### config.mk
export PLATFORM = sky130hd
export DESIGN_NAME = pool_stream_ctrl
export DESIGN_NICKNAME = d
export VERILOG_FILES = /design/src/rtl/pool_stream_ctrl.sv
export SDC_FILE = /design/constraint.sdc
export NUM_CORES = 1
export LEC_CHECK = 0
export CAP_MARGIN = 40
export CORE_MARGIN = 4
export CORE_UTILIZATION = 40
export DETAILED_ROUTE_END_ITERATION = 10
export PLACE_DENSITY_LB_ADDON = 0.15
export RECOVER_POWER = 100
export SETUP_SLACK_MARGIN = 0.3
export SLEW_MARGIN = 40
export SYNTH_ARGS = -nofsm -noshare
export SYNTH_HDL_FRONTEND = slang
export SYNTH_SLANG_ARGS = --single-unit
### constraint.sdc
create_clock -name clk -period 6.26 [get_ports clk]
set_clock_uncertainty 0.1 [all_clocks]
set_input_delay 0.626 -clock clk [delete_from_list [all_inputs] [get_ports clk]]
set_output_delay 0.626 -clock clk [all_outputs]
set_load 0.02 [all_outputs]
### src/rtl/pool_stream_ctrl.sv
// Stream sequencer around a 2x2 max-pool stage: forwards raster pixels, tracks position,
// captures window maxima at window-complete positions and buffers them in an output FIFO.
module pool_stream_ctrl #(
    parameter int unsigned BIT_WIDTH  = 32,
    parameter int unsigned MAP_SIZE   = 28,
    parameter int unsigned FIFO_DEPTH = 4
) (
    input  logic                 clk,
    input  logic                 rst,
    input  logic                 clr,
    input  logic                 in_valid,
    output logic                 in_ready,
    input  logic [BIT_WIDTH-1:0] in_data,
    output logic [BIT_WIDTH-1:0] pool_next,
    output logic                 pool_en_n,
    input  logic [BIT_WIDTH-1:0] pool_max,
    output logic                 out_valid,
    input  logic                 out_ready,
    output logic [BIT_WIDTH-1:0] out_data,
    output logic                 out_last,
    output logic                 frame_done
);

    localparam int unsigned PosW = (MAP_SIZE > 2) ? $clog2(MAP_SIZE) : 1;
    localparam int unsigned PtrW = $clog2(FIFO_DEPTH);
    localparam int unsigned CntW = $clog2(FIFO_DEPTH + 1);

    localparam logic [PosW-1:0] PosMax = PosW'(MAP_SIZE - 1);
    localparam logic [PtrW-1:0] PtrMax = PtrW'(FIFO_DEPTH - 1);
    localparam logic [CntW:0]   DepthW = (CntW + 1)'(FIFO_DEPTH);

    logic [PosW-1:0]  col_q, col_d;
    logic [PosW-1:0]  row_q, row_d;
    logic             cap_pend_q, cap_pend_d;
    logic             cap_last_q, cap_last_d;
    logic [PtrW-1:0]  wr_ptr_q, wr_ptr_d;
    logic [PtrW-1:0]  rd_ptr_q, rd_ptr_d;
    logic [CntW-1:0]  count_q, count_d;
    logic [BIT_WIDTH:0] mem_q [FIFO_DEPTH];
    logic [BIT_WIDTH:0] mem_d [FIFO_DEPTH];

    logic            acc;
    logic            push;
    logic            pop;
    logic [CntW:0]   occ;

    // Occupancy includes the pending capture so a capture can never find the FIFO full.
    always_comb begin
        occ       = {1'b0, count_q} + {{CntW{1'b0}}, cap_pend_q};
        in_ready  = !clr && (occ < DepthW);
        acc       = in_valid && in_ready;
        pool_next = in_data;
        pool_en_n = !acc;
    end

    always_comb begin
        out_valid  = (count_q != '0);
        push       = cap_pend_q && !clr;
        pop        = out_valid && out_ready && !clr;
        frame_done = push && cap_last_q;
        out_data   = out_valid ? mem_q[rd_ptr_q][BIT_WIDTH-1:0] : '0;
        out_last   = out_valid && mem_q[rd_ptr_q][BIT_WIDTH];
    end

    // Raster position and capture scheduling.
    always_comb begin
        col_d      = col_q;
        row_d      = row_q;
        cap_pend_d = 1'b0;
        cap_last_d = 1'b0;
        if (clr) begin
            col_d = '0;
            row_d = '0;
        end else if (acc) begin
            if (col_q == PosMax) begin
                col_d = '0;
                row_d = (row_q == PosMax) ? '0 : row_q + 1'b1;
            end else begin
                col_d = col_q + 1'b1;
            end
            if (row_q[0] && col_q[0]) begin
                cap_pend_d = 1'b1;
                cap_last_d = (row_q == PosMax) && (col_q == PosMax);
            end
        end
    end

    always_comb begin
        wr_ptr_d = wr_ptr_q;
        rd_ptr_d = rd_ptr_q;
        count_d  = count_q;
        mem_d    = mem_q;
        if (clr) begin
            wr_ptr_d = '0;
            rd_ptr_d = '0;
            count_d  = '0;
        end else begin
            if (push) begin
                mem_d[wr_ptr_q] = {cap_last_q, pool_max};
                wr_ptr_d        = (wr_ptr_q == PtrMax) ? '0 : wr_ptr_q + 1'b1;
            end
            if (pop) begin
                rd_ptr_d = (rd_ptr_q == PtrMax) ? '0 : rd_ptr_q + 1'b1;
            end
            unique case ({push, pop})
                2'b10:   count_d = count_q + 1'b1;
                2'b01:   count_d = count_q - 1'b1;
                default: count_d = count_q;
            endcase
        end
    end

    always_ff @(posedge clk or negedge rst) begin
        if (!rst) begin
            col_q      <= '0;
            row_q      <= '0;
            cap_pend_q <= 1'b0;
            cap_last_q <= 1'b0;
            wr_ptr_q   <= '0;
            rd_ptr_q   <= '0;
            count_q    <= '0;
            for (int i = 0; i < int'(FIFO_DEPTH); i++) begin
                mem_q[i] <= '0;
            end
        end else begin
            col_q      <= col_d;
            row_q      <= row_d;
            cap_pend_q <= cap_pend_d;
            cap_last_q <= cap_last_d;
            wr_ptr_q   <= wr_ptr_d;
            rd_ptr_q   <= rd_ptr_d;
            count_q    <= count_d;
            mem_q      <= mem_d;
        end
    end

    a_no_overflow: assert property (@(posedge clk) disable iff (!rst)
        !(push && !pop && ({1'b0, count_q} == DepthW)));
    a_count_bound: assert property (@(posedge clk) disable iff (!rst)
        ({1'b0, count_q} <= DepthW));

endmodule

==> results.yml, run 1 <==
timing:
  max_freq_mhz: 236
  whs_ns: 0.119
  period_share_pct: 67.8
  post-route-min-period_ns: 4.25
  setup_violations: 0
  drv_slew: 171
  hold_viol_final: 0
  rsz0062_at_grt: "false"
  setup_tns_ns: 0
  slew_headroom_pct: -34.4
  tightest_slew_ns: 2.02
cells_and_area:
  drive_above_1_share_pct: 37.8
  final_common_cell: "dfrtp_1"
  fillers: 1547
  synthToLayoutAreaGrowth_pct: 17.8
  fin_nets: 606
  mostFrequentLayoutCells: "dfrtp_1 (149), mux2_2 (132), dlygate4sd3_1 (37), nor2b_1 (35), clkdlybuf4s50_1 (35)"
  antennaDiodeCount: 0
routing:
  viasPerCell: 5.24
  ant_nets: 0
  drt-initial-drc-count: 105
  vias: 4019
  drt-pass1-iter-count: 4
  drt_wl_total_um: 14600
  routedWlPerCell_um: 19.1
  drc: 0
floorplan:
  die_w_um: 142
  die-area_um2: 20100
  io_pins: 138
  start_util_pct: 41.1
  die_h_um: 142
  rows: 48
  core_um2: 17400
logic_synthesis:
  yosys_warnings: 0
  synth_top_cell_by_area: "dfrtp_1"
  synth.ff_latch_count: 151
  synth_top_area_share_pct: 52.8
  postSynthCellCount: 492
  synth-seq-area-share_pct: 52.8
  synth-edff-count: 0
  async_flop_share_pct: 100
  synth_nets: 569
  synth-main-ff-cell: "dfrtp_1"
  syn_avg_cell_area_um2: 14.5
  netlist_area_um2: 7150
  synthDistinctLibCells: 36
  synthTopCellsByArea: "dfrtp_1 (53%), mux2_2 (21%), mux4_2 (10%)"
setup_path:
  r2r_end: "mem_q[127]$_DFFE_PN0P_"
  cp.arrival_ns: 3.52
  setup.worst_path.start_class: "flop"
  reg2reg_depth: 4
  cp_max_fo: 34
  reg2reg_slack_ns: 3.28
  startpoint: "count_q[0]$_DFFE_PN0P_"
  reg2reg_from: "cap_pend_q$_DFF_PN0_"
  path_class: "flop to primary output"
  end_kind: "primary output"
  crit_required_ns: 5.53
clock_network:
  cts.sinks: 151
  hold_buffers: 0
  clk_latency_ns: 0.42
  cts_buffer_depth: 2
  postCtsResizedCells: 0
  path_clk_slew_ns: 0.06
  cts-htree-levels: 4
  cts_setup_buffers: 0
  numCtsBuffers: 17
  clockRootBuffer: "clkbuf_16"
  tritoncts: "built"
global_route:
  antenna_found_initial: 0
  grt_max_degree: 78
  grt_usage_pct: 15.5
  grt_pass1_wl_um: 23900
  grt_pass1_vias: 4529
  overflow: 0
status:
  status: "finished with violations"
  failed_checks: "capacitance limit, slew limit"
placed_design:
  routabilityCongestion: 0.776
  dp_hpwl_um: 8590
  port_buffers: 73
hold_path:
  worstHoldPathType: "primary input to asynchronous set/reset pin"
pwr:
  vdd_drop_max_mv: 0.186
  leakagePower_nw: 4.01
  power_density_nw_per_um2: 262
job:
  drv_cap: 5
## where the power goes
part / internal, mW / switching, mW
clock: 0.640 / 0.414
sequential: 0.988 / 0.0183
combinational: 0.0624 / 0.0889
total: 1.69 / 0.521
## critical path, stage by stage, from the launching register on
cell           delay, ns
dfrtp_1             0.46
nor3_2              0.19
clkbuf_1            1.46
nor2b_1             0.22
dlygate4sd3_1       0.76
## sequential cells by signal, indices dropped and copies added, names as in the netlist
name and cells:
count_q 3, row_q 5, cap_pend_q 1, cap_last_q 1, wr_ptr_q 2, mem_q 132, col_q 5, rd_ptr_q 2
## cell families after synthesis
group	Yosys count	share of synthesized area, %
mux	172	32.1
flops	151	52.8
fa+ha+maj	8	1.50
xor+xnor	2	0.245
buf+inv	62	5.25
simple gates	82	6.59
compound gates	15	1.45
## synthesized netlist by cell type (all sizes together), types with 2 or more instances
library cell / n
dfrtp: 151
mux2: 132
buf: 50
nor2b: 35
mux4: 33
nor2: 13
a21oi: 8
clkbuf: 8
nand2: 8
nor3: 8
ha: 7
mux2i: 7
nand3: 5
o21ai: 5
inv: 4
and2: 2
nand4: 2
## cell type report
| cell class | count | area, um^2 | share of cell area, % |
|---|---|---|---|
| clock buffers | 18 | 439 | 5.21 |
| clock inverters | 14 | 174 | 2.06 |
| inverters | 4 | 15.0 | 0.178 |
| multi-input cells | 279 | 2980 | 35.4 |
| flip-flops and latches | 151 | 3780 | 44.9 |
| well taps | 225 | 282 | 3.34 |
| repair buffers | 76 | 754 | 8.95 |
## worst max-delay path by stage
stage,to,slack (ns),cells after the start
4_1_cts,out_data[0],2.43,4
6_report,out_data[11],2.01,4
2_1_floorplan,out_data[10],3.97,4
5_1_grt,out_data[31],1.71,4
3_3_place_gp,pool_en_n,2.67,4
3_5_place_dp,frame_done,2.47,4
## through the flow
stage	instance area, um^2	instances	setup slack [ns]	power, mW	utilization [%]
after floorplan	7150	492	3.97	1.13	-
final	8430	767	2.01	2.21	48.4
after global placement	7850	735	2.67	1.18	45.1
after global routing	8430	767	1.71	2.30	48.4
after detailed placement	7870	735	2.47	1.19	45.2
after CTS	8490	767	2.43	2.25	48.7
## routing by layer
metal / track usage, % / up-vias / wire length [um]
li1: - / 1818 / -
met1: 19.5 / 2093 / 6460
met2: 25.6 / 88 / 7200
met3: 4.04 / 20 / 740
met4: 6.11 / 0 / 229
met5: 0 / - / 0
(Power assumes the default switching activity.)
==> inputs of run 2 (changes only) <==
- clock period: 6.26 -> 3.71 ns (I/O delays scaled with it)
==> run 2 against run 1 <==
Compared with the run above:
- the flow now finishes without violations
- die area unchanged
- count of clock-buffer cells in the layout rose by 3
- via count up 0.75%
- largest cell class unchanged
- worst hold slack better by 0.28 ns
- combinational power increased by 82%
- sequential power rose by 66%
- cell count increased by 1.0%
- sequential share of layout area is 0.45 points lower
- final area is 0.95% higher
- critical path depth unchanged
- global-route usage is 0.17 points higher
==> results.yml, run 2 (synthesis results as in run 1) <==
timing:
  drv_slew: 0
  setup_violations: 0
  period_share_pct: 85.5
  hold_viol_final: 0
  whs_ns: 0.397
  tightest_slew_ns: 1.39
  rsz0062_at_grt: "false"
  worst_slack_ns: 0.538
  max_freq_mhz: 315
  slew_headroom_pct: 7.54
  post-route-min-period_ns: 3.17
  setup_tns_ns: 0
cells_and_area:
  mostFrequentLayoutCells: "dfrtp_1 (149), mux2_2 (132), dlygate4sd3_1 (38), nor2b_1 (35), clkdlybuf4s50_1 (35)"
  reg_top3: "mem_q (132), col_q (5), row_q (5)"
  drive_above_1_share_pct: 39.3
  largest_register: "mem_q"
  fin_nets: 614
  finalCoreUtilization_pct: 48.9
  fillers: 1534
  synthToLayoutAreaGrowth_pct: 19.0
  final_common_cell: "dfrtp_1"
  antennaDiodeCount: 0
  largest_reg_flops: 132
pwr:
  leakagePower_nw: 4.08
  vdd_drop_max_mv: 0.289
  power_density_nw_per_um2: 440
routing:
  drc: 0
  vias: 4049
  ant_nets: 0
  drt-pass1-iter-count: 4
  drt-initial-drc-count: 93
  viasPerCell: 5.22
  drt_wl_total_um: 14700
  routedWlPerCell_um: 19.0
setup_path:
  crit_family: "buffers and inverters"
  cp.arrival_ns: 2.70
  path_class: "flop to primary output"
  cp_max_fo: 34
  worstPathCellList: "nor3_2, clkbuf_2, nor2b_1, dlygate4sd3_1"
  crit_required_ns: 3.24
  crit_buf_inv: 2
  end_kind: "primary output"
  slowest_delay_ns: 0.71
  setup.worst_path.start_class: "flop"
  crit_slowest_cell: "clkbuf_2"
clock_network:
  tritoncts: "built"
  path_clk_slew_ns: 0.06
  cts.sinks: 151
  clockRootBuffer: "clkbuf_16"
  cts-htree-levels: 4
  clk_latency_ns: 0.42
  numCtsBuffers: 17
  cts_buffer_depth: 2
global_route:
  grt_pass1_vias: 4498
  grt_pass1_wl_um: 24100
  overflow: 0
  grt_usage_pct: 15.6
  grt_max_degree: 96
  antenna_found_initial: 0
placed_design:
  place_ws_ns: 0.868
  port_buffers: 73
  dp_hpwl_um: 8810
  routabilityCongestion: 0.789
status:
  status: "finished, final reports clean"
floorplan:
  die-area_um2: 20100
  io_pins: 138
  core_um2: 17400
  die_w_um: 142
  rows: 48
  die_h_um: 142
  start_util_pct: 41.1
job:
  drv_cap: 0
hold_path:
  worstHoldPathType: "flop to flop"
## run 2: changes by cell type in the layout (fill, tap and decap cells not counted), moves of 4 or more
cell / before / now
clkbuf_2: 0 / 6
clkinvlp_4: 7 / 2
nand2_1: 8 / 4
nand2_2: 0 / 4
## run 2: layer usage
layer | wire length (um) | GRT usage [%]
met1 | 6300 | 19.0
met2 | 7500 | 26.4
met3 | 765 | 5.09
met4 | 151 | 5.00
met5 | 0 | 0
## run 2: final cells by class
cell class | instances | area [um^2] | share of cell area, %
sequential | 151 | 3780 | 44.4
tap | 225 | 282 | 3.31
clock buffer | 21 | 470 | 5.53
clock inverter | 11 | 146 | 1.72
inverter | 4 | 15.0 | 0.176
multi-input combinational | 279 | 3000 | 35.2
timing repair buffer | 84 | 818 | 9.61
## run 2: power by group
| part | switching, mW | internal (mW) |
|---|---|---|
| registers | 0.0171 | 1.67 |
| logic | 0.164 | 0.111 |
| clock network | 0.673 | 1.11 |
| total | 0.855 | 2.89 |
## run 2: what timing repair did
action                                 in CTS  in global routing
setup buffers                               0                  0
gates resized for setup                     0                  0
hold buffers                                1                  0
endpoints found under the hold margin      94                  0
## run 2: final timing paths
| kind | cells past startpoint | slack (ns) | start | to |
|---|---|---|---|---|
| setup / recovery | 4 | 0.54 | count_q[0]$_DFFE_PN0P_ | out_data[11] |
| hold / removal | 1 | 0.40 | mem_q[49]$_DFFE_PN0P_ | mem_q[49]$_DFFE_PN0P_ |
| setup reg to reg | 6 | 1.15 | count_q[0]$_DFFE_PN0P_ | count_q[2]$_DFFE_PN0P_ |
| hold reg to reg | 1 | 0.40 | mem_q[49]$_DFFE_PN0P_ | mem_q[49]$_DFFE_PN0P_ |
| max in group asynchronous | 3 | 1.26 | rst | mem_q[18]$_DFFE_PN0P_ |
| min in group asynchronous | 2 | 0.45 | rst | mem_q[72]$_DFFE_PN0P_ |
## run 2: per-stage QoR
step | instances | instance area [um^2] | total power, mW
floorplan | 492 | 7150 | 1.90
global placement | 742 | 7940 | 2.00
detailed placement | 742 | 7940 | 2.01
CTS | 775 | 8570 | 3.82
global route | 775 | 8510 | 3.92
finish | 775 | 8510 | 3.74
